## config.mk

```make
export PLATFORM = sky130hd
export DESIGN_NAME = fetch_controller
export DESIGN_NICKNAME = d
export VERILOG_FILES = /design/src/rtl/fetch_controller.sv
export SDC_FILE = /design/constraint.sdc
export NUM_CORES = 1
export LEC_CHECK = 0
export BUFFER_PORTS_ARGS = -buffer_cell sky130_fd_sc_hd__buf_2
export CAP_MARGIN = 10
export CORE_UTILIZATION = 41
export DETAILED_ROUTE_END_ITERATION = 8
export PLACE_DENSITY_LB_ADDON = 0.3
export SLEW_MARGIN = 10
export SYNTH_ARGS = -nofsm -noshare
export SYNTH_HDL_FRONTEND = slang
export SYNTH_SLANG_ARGS = --single-unit
```

## constraint.sdc

```tcl
create_clock -name clk -period 1.84 [get_ports clk]
set_clock_uncertainty 0.2 [all_clocks]
set_input_delay 0.184 -clock clk [delete_from_list [all_inputs] [get_ports clk]]
set_output_delay 0.184 -clock clk [all_outputs]
set_load 0.02 [all_outputs]
```

## src/rtl/fetch_controller.sv

```systemverilog
// Fetch stage controller: PC sequencing, decode pipeline register and a RUN/HALT/STEP debug FSM.
// Optional performance counters are enabled with the FETCH_PERF_CNT_EN macro.
module fetch_controller #(
    parameter int BITS_DATA = 32,
    parameter int BITS_ADDR = 5
) (
    input  logic                 clk,
    input  logic                 reset,
    input  logic [BITS_DATA-1:0] InstrF,
    input  logic                 StallF,
    input  logic                 StallD,
    input  logic                 FlushD,
    input  logic                 PCSrcE,
    input  logic [BITS_ADDR-1:0] PCTargetE,
    input  logic                 halt_req,
    input  logic                 step_req,
    input  logic                 resume_req,
    output logic [BITS_ADDR-1:0] PCF,
    output logic [BITS_DATA-1:0] InstrD,
    output logic [BITS_ADDR-1:0] PCD,
    output logic                 ValidD,
    output logic                 halted,
    output logic [31:0]          instr_count,
    output logic [31:0]          stall_count
);

    typedef enum logic [1:0] {
        ST_RUN  = 2'd0,
        ST_HALT = 2'd1,
        ST_STEP = 2'd2
    } state_t;

    state_t               state_q, state_d;
    logic [BITS_ADDR-1:0] pcf_q, pcf_d;
    logic [BITS_DATA-1:0] dec_instr_q, dec_instr_d;
    logic [BITS_ADDR-1:0] dec_pc_q, dec_pc_d;
    logic                 dec_valid_q, dec_valid_d;
    logic                 fetch_en;
    logic                 issue;

    assign fetch_en = (state_q == ST_RUN) || (state_q == ST_STEP);
    // An instruction is issued when the decode register loads a real fetch.
    assign issue    = !(PCSrcE || FlushD) && !StallD && fetch_en && !StallF;

    always_comb begin
        state_d = state_q;
        unique case (state_q)
            ST_RUN: begin
                if (halt_req) state_d = ST_HALT;
            end
            ST_HALT: begin
                if (resume_req)    state_d = ST_RUN;
                else if (step_req) state_d = ST_STEP;
            end
            ST_STEP: begin
                if (!StallF && !PCSrcE) state_d = ST_HALT;
            end
            default: state_d = ST_RUN;
        endcase
    end

    always_comb begin
        pcf_d = pcf_q;
        if (PCSrcE)                     pcf_d = PCTargetE;
        else if (!StallF && fetch_en)   pcf_d = pcf_q + 1'b1;
    end

    always_comb begin
        dec_instr_d = dec_instr_q;
        dec_pc_d    = dec_pc_q;
        dec_valid_d = dec_valid_q;
        if (PCSrcE || FlushD) begin
            dec_instr_d = '0;
            dec_pc_d    = '0;
            dec_valid_d = 1'b0;
        end else if (!StallD) begin
            dec_instr_d = InstrF;
            dec_pc_d    = pcf_q;
            dec_valid_d = fetch_en && !StallF;
        end
    end

    always_ff @(posedge clk) begin
        if (reset) begin
            state_q     <= ST_RUN;
            pcf_q       <= '0;
            dec_instr_q <= '0;
            dec_pc_q    <= '0;
            dec_valid_q <= 1'b0;
        end else begin
            state_q     <= state_d;
            pcf_q       <= pcf_d;
            dec_instr_q <= dec_instr_d;
            dec_pc_q    <= dec_pc_d;
            dec_valid_q <= dec_valid_d;
        end
    end

`ifdef FETCH_PERF_CNT_EN
    logic [31:0] instr_count_q, instr_count_d;
    logic [31:0] stall_count_q, stall_count_d;

    always_comb begin
        instr_count_d = instr_count_q;
        stall_count_d = stall_count_q;
        if (issue)                                instr_count_d = instr_count_q + 32'd1;
        if ((state_q == ST_RUN) && StallF)        stall_count_d = stall_count_q + 32'd1;
    end

    always_ff @(posedge clk) begin
        if (reset) begin
            instr_count_q <= '0;
            stall_count_q <= '0;
        end else begin
            instr_count_q <= instr_count_d;
            stall_count_q <= stall_count_d;
        end
    end

    assign instr_count = instr_count_q;
    assign stall_count = stall_count_q;
`else
    logic unused_issue;
    assign unused_issue = issue;
    assign instr_count  = 32'd0;
    assign stall_count  = 32'd0;
`endif

    assign PCF    = pcf_q;
    assign InstrD = dec_instr_q;
    assign PCD    = dec_pc_q;
    assign ValidD = dec_valid_q;
    assign halted = (state_q == ST_HALT);

endmodule

```

* After elaboration in Yosys (flattened, before gate mapping)
Cells that the tools add are included.
** Word-level totals
- Flip-flop bits (word level) :: 45
- Logic and storage cells :: 28
- Bits of input ports :: 46
** Cells by class
- Equality and inequality tests :: 5
- Mux-type cells :: 7
- Reductions and logical operators :: 10
- Add/subtract/negate cells :: 1
** Operators by type and width (count)
- $mux 5 :: 2
- $mux 2 :: 4
- $pmux 2 s3 :: 1
- $add 5x1->5 const B :: 1
- $ne 3x3->1 const B :: 1
- $reduce_and 3->1 :: 1
- $eq 2x1->1 const B :: 1
- $eq 2x2->1 const B :: 1
- $logic_and 1x1->1 :: 2
- $logic_not 1->1 :: 2
- $logic_not 2->1 :: 1
- $logic_or 1x1->1 :: 2
- $ne 2x1->1 const B :: 1
- $ne 2x2->1 const B :: 1
- $reduce_bool 2->1 :: 1
- $reduce_or 2->1 :: 1

* Logic depth before layout (Yosys ltp)
- Depth after elaboration :: 5
- Depth in mapped cells :: 5
- Gate-level depth less buffers :: 4

* Worst setup path before layout
OpenSTA, ideal clock, no wires.
- Path type :: reg2reg
- Start point :: register pcf_q[2] (netlist: PCF[2])
- End point :: register pcf_q[3] (netlist: PCF[3])
- Slack :: 0.112 ns
- Data required time :: 1.549 ns
- Setup time :: 0.091 ns
- Cell stages (with the launch flop) :: 4
- Path buffers :: 0
- Arrival time :: 1.437 ns
- Cell sequence :: dfxtp_1 -> or3b_4 -> or3_1 -> a311oi_1
** On the way
- Cells in the longest elaborated chain, start to end :: 3
** RTL lines
- start, declared :: line 34 : logic [BITS_ADDR-1:0] pcf_q, pcf_d;
- start signal, assigned :: line 92 : pcf_q <= pcf_d;
- $add 5x1->5 :: line 65 : else if (!StallF && fetch_en) pcf_d = pcf_q + 1'b1;
- $mux 5 :: line 65
- $mux 5 :: line 64 : if (PCSrcE) pcf_d = PCTargetE;
Every way passes these cells. The select of a mux whose other input is x is not followed.
A chain may end at the register's enable or synchronous reset.

* Worst setup path after layout
- Start point :: register state_q[0]
- End point :: register pcf_q[0] (netlist: PCF[0])
** On the way
- Cells in the longest elaborated chain, start to end :: 4
- Elaborated cells on any way between the ends :: 5
- Those cells by class :: eq/ne (1); reduce/logical (4)
** RTL lines
- start, declared :: line 33 : state_t state_q, state_d;
- start signal, assigned :: line 91 : state_q <= state_d;
- $eq 2x2->1 or $logic_not 2->1 (tied branches) :: line 41 : assign fetch_en = (state_q == ST_RUN) || (state_q == ST_STEP);
- $logic_or 1x1->1 * :: line 41
- $logic_and 1x1->1 * :: line 65
- $reduce_bool 2->1 (no line) *
Every way passes the cells marked *; elsewhere a longest branch is shown, timed or not.

==> out/qor.csv <==
metric;value;unit
run status;finished, final reports clean;
antenna violations before repair;0;
global route overflow;0;
HPWL Detailed;2.84;mm
Sum Neg Setup Slack;0;ns
DR iter-0 viols;25;
Arr. time, crit path;1.77;ns
pwr dens;678;nW/um2
highest net fanout along the worst path;6;
Max Cap Viol;0;
Die Ht;74.8;um
Cells after DPL;386;
vias in the first global route;1563;
commonest non-fill, non-tap cells in the layout;89 x buf_2, 64 x conb_1, 45 x dfxtp_1, 44 x nor2_1, 42 x dlygate4sd3_1;
largest stage delay on the critical path;0.57;ns
Worst EP required;1.88;ns
Top Family by Delay on Critical Path;buffers and inverters;
fraction of layout cells with a size suffix above 1;28.1;%
final hold vios;0;
Clock Latency Late Sink;0.29;ns
post-layout min period;1.73;ns
CTS tree;yes;
# diodes;0;
Mapped Cells;234;
Reg power frac;50.5;%
largest net degree at the start of global routing;40;
TritonRoute pass-1 iters;4;
Routed Antenna Nets;0;
I/O pin cnt;154;
Logic pwr share;21.1;%
Num CTS Buffers;5;
commonest non-fill, non-tap cell in the layout;buf_2;
Crit. End Element;register;
LEAKAGE;1.55;nW
RSZ-0062 raised after global routing;false;
htree depth;2;
startpoint types;register;
Synth cell types;24;
final std cells w/o fill;436;
# nets final;412;
Sink Count;45;
hold path startpoint;StallF;
worst path cell trace;buf_4, nor2_2, xnor2_1, a211oi_1, dlygate4sd3_1;
die width;74.8;um
Worst VDD drop;0.000318;V
maximum clock path buffer count;2;
final setup violation count;0;
vias per cell;4.16;
# rows;26;
core box area;5110;um2
Avg Cell Area, Syn;9.28;um2
P_int;1.43;mW
Critical-path top delay cell;dlygate4sd3_1;
Final Cycle Share;93.9;%
Initial Util;42.5;%
worst r2r src;state_q[0];
Area Overhead vs Synth;36.8;%
Yosys warnings;0;
sw frac;28.9;%
Clock Power Share;28.4;%
sequential cell area fraction in the yosys report;41.5;%
Placer Congestion;0.728;
utilization after layout;58.2;%
worst min path class;input pin to register;
Vias;1815;
GRT Overall Usage;16.1;%
DRT Wirelength;4.56;mm
Port Buf Inserts;89;
fin. max-slew vios;0;
Die Area;5590;um2
Reg clk slew, reported paths;0.08;ns
WL per Instance;10.4;um
net switching power figure;582;uW
Crit. Startpoint;state_q[0];
Buf/Inv on CP;2;
Crit Path Class;register to register;
first-pass GRT wire length;6.85;mm
root buf cell;clkbuf_8;
Post-CTS Setup Bufs;0;
f_max;579;MHz
DR DRC count;0;
flops & latches, synth;45;
mapped cell area;2170;um2
power groups by stage:
stage	Sequential [mW]	Combinational [mW]	Clock (mW)
after global placement	1.04	0.349	0
final	1.02	0.426	0.572
after floorplan	1.07	0.329	0
after detailed placement	1.04	0.351	0
after global routing	1.02	0.467	0.636
after CTS	1.02	0.420	0.606
through the flow:
step           power [mW]  setup slack (ns)  hold WS [ns]  cell area, um2
3_5_place_dp         1.39             0.180         0.222            2460
5_1_grt              2.12           0.00419         0.132            2970
2_1_floorplan        1.40             0.112         0.128            2410
3_3_place_gp         1.39             0.219         0.214            2460
6_report             2.02             0.111        0.0912            2970
4_1_cts              2.04            0.0971        0.0933            2970
layout make-up:
class / count / area (um2)
inverter: 2 / 7.51
tap: 70 / 87.6
multi-input combinational: 176 / 983
timing repair buffer: 135 / 908
sequential: 45 / 901
fill: 468 / 2140
clock buffer: 6 / 72.6
clock inverter: 2 / 10.0
cell families after synthesis:
logic type	count (synthesis)	share of synthesized area, %
xor gates and xnor gates	2	0.807
and+or+nand+nor	59	11.7
other	1	0.173
buffers and inverters	76	24.4
AOI/OAI and AO/OA	13	3.86
muxes	37	17.1
DFF	45	41.5
adders and majority gates	1	0.576
layer usage:
metal	global-route usage, %	part of all wire [%]	wire length [um]
met5	0	0	0
met1	17.0	39	1790
met3	3.21	6.0	275
met2	31.4	54	2440
met4	5.66	1.1	51
Yosys cell counts (all sizes together):
cell type	n	area (um2)
buf	69	503
dfxtp	45	901
ha	1	12.5
inv	1	3.75
clkbuf	5	18.8
or3b	1	11.3
nand2	4	15.0
xnor2	2	17.5
or3	3	18.8
o211ai	1	7.51
mux2i	37	370
o21ai	4	20.0
nor3b	2	15.0
a21oi	3	15.0
nand3b	1	7.51
nor3	1	5.00
conb	1	3.75
clkinv	1	3.75
a211oi	2	15.0
nor2	45	169
a311oi	3	26.3
nor2b	2	12.5
flip-flops by register name, summed over array words and instances, names as in the netlist:
| register | flops |
|---|---|
| InstrD | 32 |
| PCD | 5 |
| PCF | 5 |
| state_q | 2 |
| ValidD | 1 |
worst register-to-register path: cells and delay by family, from the launching register on:
kind,cells,cell delay (ns)
simple gates,1,0.13
xor+xnor,1,0.08
compound gates,1,0.22
flops,1,0.32
buf+inv,2,0.72
repair_timing:
action | in CTS | in global routing
endpoints found under the hold margin | 39 | 0
hold buffers | 42 | 0
gates resized for setup | 0 | 2
endpoints found under the setup margin | 0 | 1
final timing paths:
kind              slack (ns)        end  cells past startpoint
setup / recovery        0.11     PCF[0]                      5
hold / removal          0.09     PCF[1]                      4
setup reg to reg        0.11     PCF[0]                      5
hold reg to reg         0.29  InstrD[4]                      2
Power figures use the tool's default switching activity.
